## src/rtl/rom_load_pkg.sv

```systemverilog
// rom_load_pkg: shared entry type, drain states and byte swap helper for rom_load_bridge
package rom_load_pkg;
  localparam int MAX_AW = 32;
  localparam int MAX_DW = 16;
  typedef struct packed {
    logic [MAX_AW-1:0] addr;
    logic [MAX_DW-1:0] data;
  } fifo_entry_t;
  typedef enum logic {IDLE, ACK} drain_state_t;
  function automatic logic [15:0] byte_swap16(input logic [15:0] d);
    return {d[7:0], d[15:8]};
  endfunction
endpackage

```

## src/rtl/rom_load_fifo.sv

```systemverilog
// rom_load_fifo: DEPTH-entry synchronous FIFO of address/data pairs with occupancy count
module rom_load_fifo
  import rom_load_pkg::*;
#(
  parameter int DEPTH = 4
) (
  input  logic                       clk,
  input  logic                       rst,
  input  logic                       flush,
  input  logic                       push,
  input  logic                       pop,
  input  fifo_entry_t                din,
  output fifo_entry_t                dout,
  output logic [$clog2(DEPTH):0]     count,
  output logic                       full,
  output logic                       empty
);
  localparam int PW = $clog2(DEPTH);
  localparam int CW = PW + 1;
  fifo_entry_t mem [DEPTH];
  logic [PW-1:0] wptr, rptr;
  logic do_push, do_pop;
  assign full = count == CW'(DEPTH);
  assign empty = count == '0;
  assign do_push = push & ~full;
  assign do_pop = pop & ~empty;
  assign dout = mem[rptr];
  // pointers wrap naturally because DEPTH is a power of two
  always_ff @(posedge clk) begin
    if (rst | flush) begin
      wptr <= '0;
      rptr <= '0;
      count <= '0;
    end else begin
      wptr <= wptr + PW'(do_push);
      rptr <= rptr + PW'(do_pop);
      count <= count + CW'(do_push) - CW'(do_pop);
    end
  end
  // storage carries no reset; occupancy alone defines validity
  always_ff @(posedge clk) begin
    if (do_push & ~rst & ~flush) mem[wptr] <= din;
  end
endmodule

```

## src/rtl/rom_load_bridge.sv

```systemverilog
// rom_load_bridge: buffers ioctl writes and drains them over a req/ack toggle port; ROM_LOAD_CHECKSUM_EN adds a checksum output
module rom_load_bridge
  import rom_load_pkg::*;
#(
  parameter int AW = 25,
  parameter int DW = 16,
  parameter int DEPTH = 4,
  parameter int SWAP = 1
) (
  input  logic          clk_sys,
  input  logic          reset,
  input  logic          ioctl_download,
  input  logic          ioctl_wr,
  input  logic [AW-1:0] ioctl_addr,
  input  logic [DW-1:0] ioctl_data,
  output logic          ioctl_wait,
  output logic [AW-1:0] mem_addr,
  output logic [DW-1:0] mem_din,
  output logic          mem_we_req,
  input  logic          mem_we_ack,
  output logic          busy,
  output logic          done,
  output logic [AW-1:0] word_count,
  output logic          overflow
`ifdef ROM_LOAD_CHECKSUM_EN
  , output logic [15:0] checksum
`endif
);
  localparam int CW = $clog2(DEPTH) + 1;
  drain_state_t state, state_n;
  fifo_entry_t din, head;
  logic [CW-1:0] count;
  logic [DW-1:0] head_data;
  logic full, empty, push, pop, launch, start, dl_q, armed, unused_head;
  assign start = ioctl_download & ~dl_q;
  assign push = ioctl_wr & ioctl_download & ~full;
  assign din = '{addr: MAX_AW'(ioctl_addr), data: MAX_DW'(ioctl_data)};
  assign head_data = (SWAP == 1 && DW == 16) ? DW'(byte_swap16(head.data)) : DW'(head.data);
  assign unused_head = ^head;
  assign busy = (count != '0) | (state == ACK);
  assign done = armed & ~ioctl_download & ~busy;
  rom_load_fifo #(.DEPTH(DEPTH)) u_fifo (
    .clk(clk_sys),
    .rst(reset),
    .flush(start),
    .push(push),
    .pop(pop),
    .din(din),
    .dout(head),
    .count(count),
    .full(full),
    .empty(empty)
  );
  // drain decision: launch the head from IDLE, retire it once the ack catches up
  always_comb begin
    launch = (state == IDLE) & ~empty;
    pop = (state == ACK) & (mem_we_ack == mem_we_req);
    state_n = launch ? ACK : pop ? IDLE : state;
  end
  // state register; a reset or new download abandons any outstanding write
  always_ff @(posedge clk_sys) begin
    state <= (reset | start) ? IDLE : state_n;
  end
  // handshake, status and counters
  always_ff @(posedge clk_sys) begin
    if (reset) begin
      dl_q <= 1'b0;
      armed <= 1'b0;
      mem_we_req <= mem_we_ack;
      mem_addr <= '0;
      mem_din <= '0;
      word_count <= '0;
      overflow <= 1'b0;
      ioctl_wait <= 1'b0;
`ifdef ROM_LOAD_CHECKSUM_EN
      checksum <= '0;
`endif
    end else begin
      dl_q <= ioctl_download;
      ioctl_wait <= ~start & ((count >= CW'(DEPTH - 1)) | (~ioctl_download & busy));
      if (start) begin
        armed <= 1'b1;
        mem_we_req <= mem_we_ack;
        word_count <= '0;
        overflow <= 1'b0;
`ifdef ROM_LOAD_CHECKSUM_EN
        checksum <= '0;
`endif
      end else begin
        if (done) armed <= 1'b0;
        if (ioctl_wr & ioctl_download & full) overflow <= 1'b1;
        if (launch) begin
          mem_we_req <= ~mem_we_req;
          mem_addr <= head.addr[AW-1:0];
          mem_din <= head_data;
        end
        if (pop & ~(&word_count)) word_count <= word_count + AW'(1);
`ifdef ROM_LOAD_CHECKSUM_EN
        if (pop) checksum <= checksum + 16'(mem_din);
`endif
      end
    end
  end
endmodule

```

## config.mk

```make
export PLATFORM = sky130hd
export DESIGN_NAME = rom_load_bridge
export DESIGN_NICKNAME = d
export VERILOG_FILES = /design/src/rtl/rom_load_pkg.sv /design/src/rtl/rom_load_fifo.sv /design/src/rtl/rom_load_bridge.sv
export SDC_FILE = /design/constraint.sdc
export NUM_CORES = 1
export LEC_CHECK = 0
export CORE_ASPECT_RATIO = 0.5
export CORE_MARGIN = 2
export CORE_UTILIZATION = 50
export CTS_CLUSTER_DIAMETER = 80
export CTS_CLUSTER_SIZE = 30
export DETAILED_ROUTE_END_ITERATION = 8
export GPL_TIMING_DRIVEN = 0
export PLACE_DENSITY = 0.73
export SLEW_MARGIN = 20
export SYNTH_ARGS = -nofsm -noshare
export SYNTH_HDL_FRONTEND = slang
export SYNTH_SLANG_ARGS = --single-unit
```

## constraint.sdc

```tcl
create_clock -name clk_sys -period 14.2 [get_ports clk_sys]
set_input_delay 1.42 -clock clk_sys [delete_from_list [all_inputs] [get_ports clk_sys]]
set_output_delay 1.42 -clock clk_sys [all_outputs]
set_load 0.1 [all_outputs]
```

==> flow_summary_export.csv <==
group,metric,value,unit
timing,tightest_slew,1.06,ns
power_and_ir_drop,p_sw_share,23.3,%
logic_synthesis,ys_ff_latch,243,
logic_synthesis,ys_async_sr_fraction,0,%
logic_synthesis,netlist_instances,610,
layout,antenna_cells,0,
timing,timing.setup.tns,0,ns
clocking,clockRootBuffer,"clkbuf_16",
clocking,htree_levels,1,
logic_synthesis,ys_seq_area_share,71.7,%
logic_synthesis,syn_nets,661,
hold_path,hold_depth,2,
clocking,clockBufferDepth,3,
global_route,use_met2,34.3,%
power_and_ir_drop,power.leakage,3.45,nW
global_route,busiest_layer,"met2",
floorplanning,rows,34,
layout,utilization,62.9,%
logic_synthesis,synth_top_area_share,54.5,%
floorplanning,coreArea,0.0176,mm^2
critical_path,crit_path_start_kind,"input port",
place,place.gp.congestion,0.870,
global_route,grt_pass1_vias,5508,
power_and_ir_drop,p_int,0.000970,W
logic_synthesis,syn_area_per_cell,14.9,um^2
layout,drive_above_1_share,11.7,%
clocking,cts_setup_buffers,0,
place,io_buffers,115,
layout,synthToLayoutAreaGrowth,21.6,%
clocking,clk-insertion-delay-late,0.48,ns
logic_synthesis,synth_edf_count,165,
power_and_ir_drop,seqPwrFrac,60.8,%
critical_path,cp-end-kind,"primary output",
floorplanning,die_h,99.4,um
drt,drt_iter0_drc,271,
layout,nNetsFinal,805,
critical_path,r2r_setup_slack,11.50,ns
drt,wire_per_inst,18.8,um
global_route,grt_usage,19.5,%
power_and_ir_drop,power_density,114,mW/mm^2
global_route,gr-total-overflow,0,
drt,antenna_left,0,
logic_synthesis,synth.most_common_cell,"edfxtp_1",
critical_path,critPathKind,"input port to primary output",
power_and_ir_drop,p_sw,0.000294,W
floorplanning,die-area,0.0193,mm^2
status,outcome,"completed",
clocking,clkSlewWorstSetupHoldPaths,0.11,ns
timing,setup_viol,0,
power_and_ir_drop,ir_worst_vdd,90.2,uV
logic_synthesis,ys.flop_type,"edfxtp_1",
place,dpl_worst_slack,9.29,ns
place,place_hpwl,12700,um
global_route,antenna_found_initial,1,
power_and_ir_drop,pwr-share-clk,31.1,%
run,max-cap-violations,0,
hold_path,hold_start,"mem_din[7]",
timing,finalCritPeriodShare,34.9,%
floorplanning,die_x,195,um
critical_path,r2r_cells,8,
timing,hold_viol,0,
timing,min_period,4.96,ns
critical_path,cp_slowest_cell,"clkdlybuf4s50_1",
floorplanning,initial_core_util,51.8,%
timing,slew_headroom,29.0,%
clocking,numClockSinks,243,
timing,worst_slack,9.24,ns
timing,skew,0.0317,ns
global_route,grt_max_degree,42,
clocking,cts_buffers,12,
timing,drv_slew,0,
drt,dr_total_vias,5495,
logic_synthesis,netlist_top_cells_count,"edfxtp_1 (165), nand2_1 (104), dfxtp_1 (78)",
global_route,grt_use_met3,3.76,%
critical_path,critical_path.max_fanout,7,
hold_path,hold_path_end,"mem_din[7]",
drt,drc,0,
critical_path,r2r-start,"u_fifo.count[0]",
global_route,grt_use_met1,26.3,%
critical_path,crit_top_cell,"clkdlybuf4s50_1",
logic_synthesis,synthTopCellsByArea,"edfxtp_1 (54%), dfxtp_1 (17%), mux4_2 (10%)",
logic_synthesis,yosysUniqueCellTypes,39,
critical_path,r2r_end,"u_fifo.mem[2][3]",
clocking,cts_tree,"yes",
timing,rsz0062_at_grt,"false",
critical_path,worstPathCellList,"clkdlybuf4s50_1 > nor3b_1 > clkdlybuf4s50_1",
critical_path,arrival,3.54,ns
logic_synthesis,netlist_area,0.00909,mm^2
floorplanning,io_pins,117,
hold_path,hold_class,"flip-flop to flip-flop",
drt,wirelength,18700,um
logic_synthesis,yosysTopAreaCell,"edfxtp_1",
power_and_ir_drop,power,0.00126,W
global_route,grt_pass1_wl,29300,um
drt,dr.pass1.iters,4,
drt,viasPerCell,5.53,
timing,clock.fmax,202,MHz
power_and_ir_drop,p_comb_share,8.1,%
logic_synthesis,yosysWarnings,0,
clocking,cts_resized,0,
critical_path,worstPathRequired,12.78,ns
critical_path,critPathMaxStageDelay,1.20,ns
clocking,holdBufCountCts,0,
cell families (layout without fill, tap and decap cells):
| logic type | count (synthesis) | after routing | synth area share [%] |
|---|---|---|---|
| adder cells (fa/ha/maj) | 5 | 5 | 0.771 |
| flip-flops | 243 | 243 | 71.7 |
| multiplexers | 41 | 41 | 10.2 |
| buffers and inverters | 39 | 189 | 1.78 |
| AO/OA/AOI/OAI | 95 | 95 | 5.68 |
| AND/OR/NAND/NOR | 182 | 182 | 9.47 |
| XOR/XNOR | 5 | 5 | 0.482 |
worst max-delay path by stage:
stage | startpoint | slack (ns) | end | cells after the start
2_1_floorplan | reset | 8.72 | u_fifo.mem[1][0] | 4
3_3_place_gp | ioctl_download | 5.72 | u_fifo.mem[1][4] | 5
3_5_place_dp | ioctl_download | 9.29 | done | 3
4_1_cts | ioctl_download | 9.28 | done | 3
5_1_grt | ioctl_download | 9.17 | done | 3
6_report | ioctl_download | 9.24 | done | 3
layer usage:
layer / up-vias / part of all wire (%)
met5: - / 0.070
met4: 2 / 0.86
met3: 15 / 5.7
met2: 131 / 49
met1: 2765 / 44
li1: 2582 / -
power groups by stage:
| stage | Sequential, W | Combinational (W) | Clock [W] |
|---|---|---|---|
| final | 0.000769 | 0.000102 | 0.000394 |
| after global routing | 0.000770 | 0.000108 | 0.000428 |
| after CTS | 0.000769 | 0.000102 | 0.000401 |
| after detailed placement | 0.000785 | 0.000102 | 0 |
| after global placement | 0.000785 | 0.0000992 | 0 |
| after floorplan | 0.000820 | 0.0000270 | 0 |
sequential cells by signal, summed over array words and instances (netlist names):
register      flops
mem_addr         25
mem_we_req        1
u_fifo.wptr       2
mem_din          16
dl_q              1
overflow          1
ioctl_wait        1
u_fifo.rptr       2
armed             1
state             1
u_fifo.count      3
u_fifo.mem      164
word_count       25
metrics by stage:
stage	cell area (um^2)	cells	hold WS (ns)
floorplan	9090	610	0.449
global placement	10500	959	0.442
detailed placement	10700	974	0.446
CTS	11100	994	0.462
global route	11100	994	0.478
finish	11100	994	0.460
placed cells by master, fill, tap and decap left out, drive strengths merged, types with 15 or more instances in the layout:
cell / n
a21oi: 62
buf: 28
clkbuf: 39
clkdlybuf4s50: 115
dfxtp: 78
edfxtp: 165
mux4: 41
nand2: 104
o21ai: 17
or3: 15
final cells by class:
type | instances | area (um^2)
Buffer | 33 | 139
Fill cell | 1311 | 6510
Multi-Input combinational cell | 328 | 2430
Clock buffer | 19 | 348
Inverter | 6 | 22.5
Clock inverter | 1 | 30.0
Sequential cell | 243 | 6520
Timing Repair Buffer | 130 | 1280
Tap cell | 234 | 293
critical path, delay by kind of cell:
family / cells / cell delay (ns)
simple gates: 1 / 0.36
buf+inv: 2 / 1.76
(Power assumes the default switching activity.)
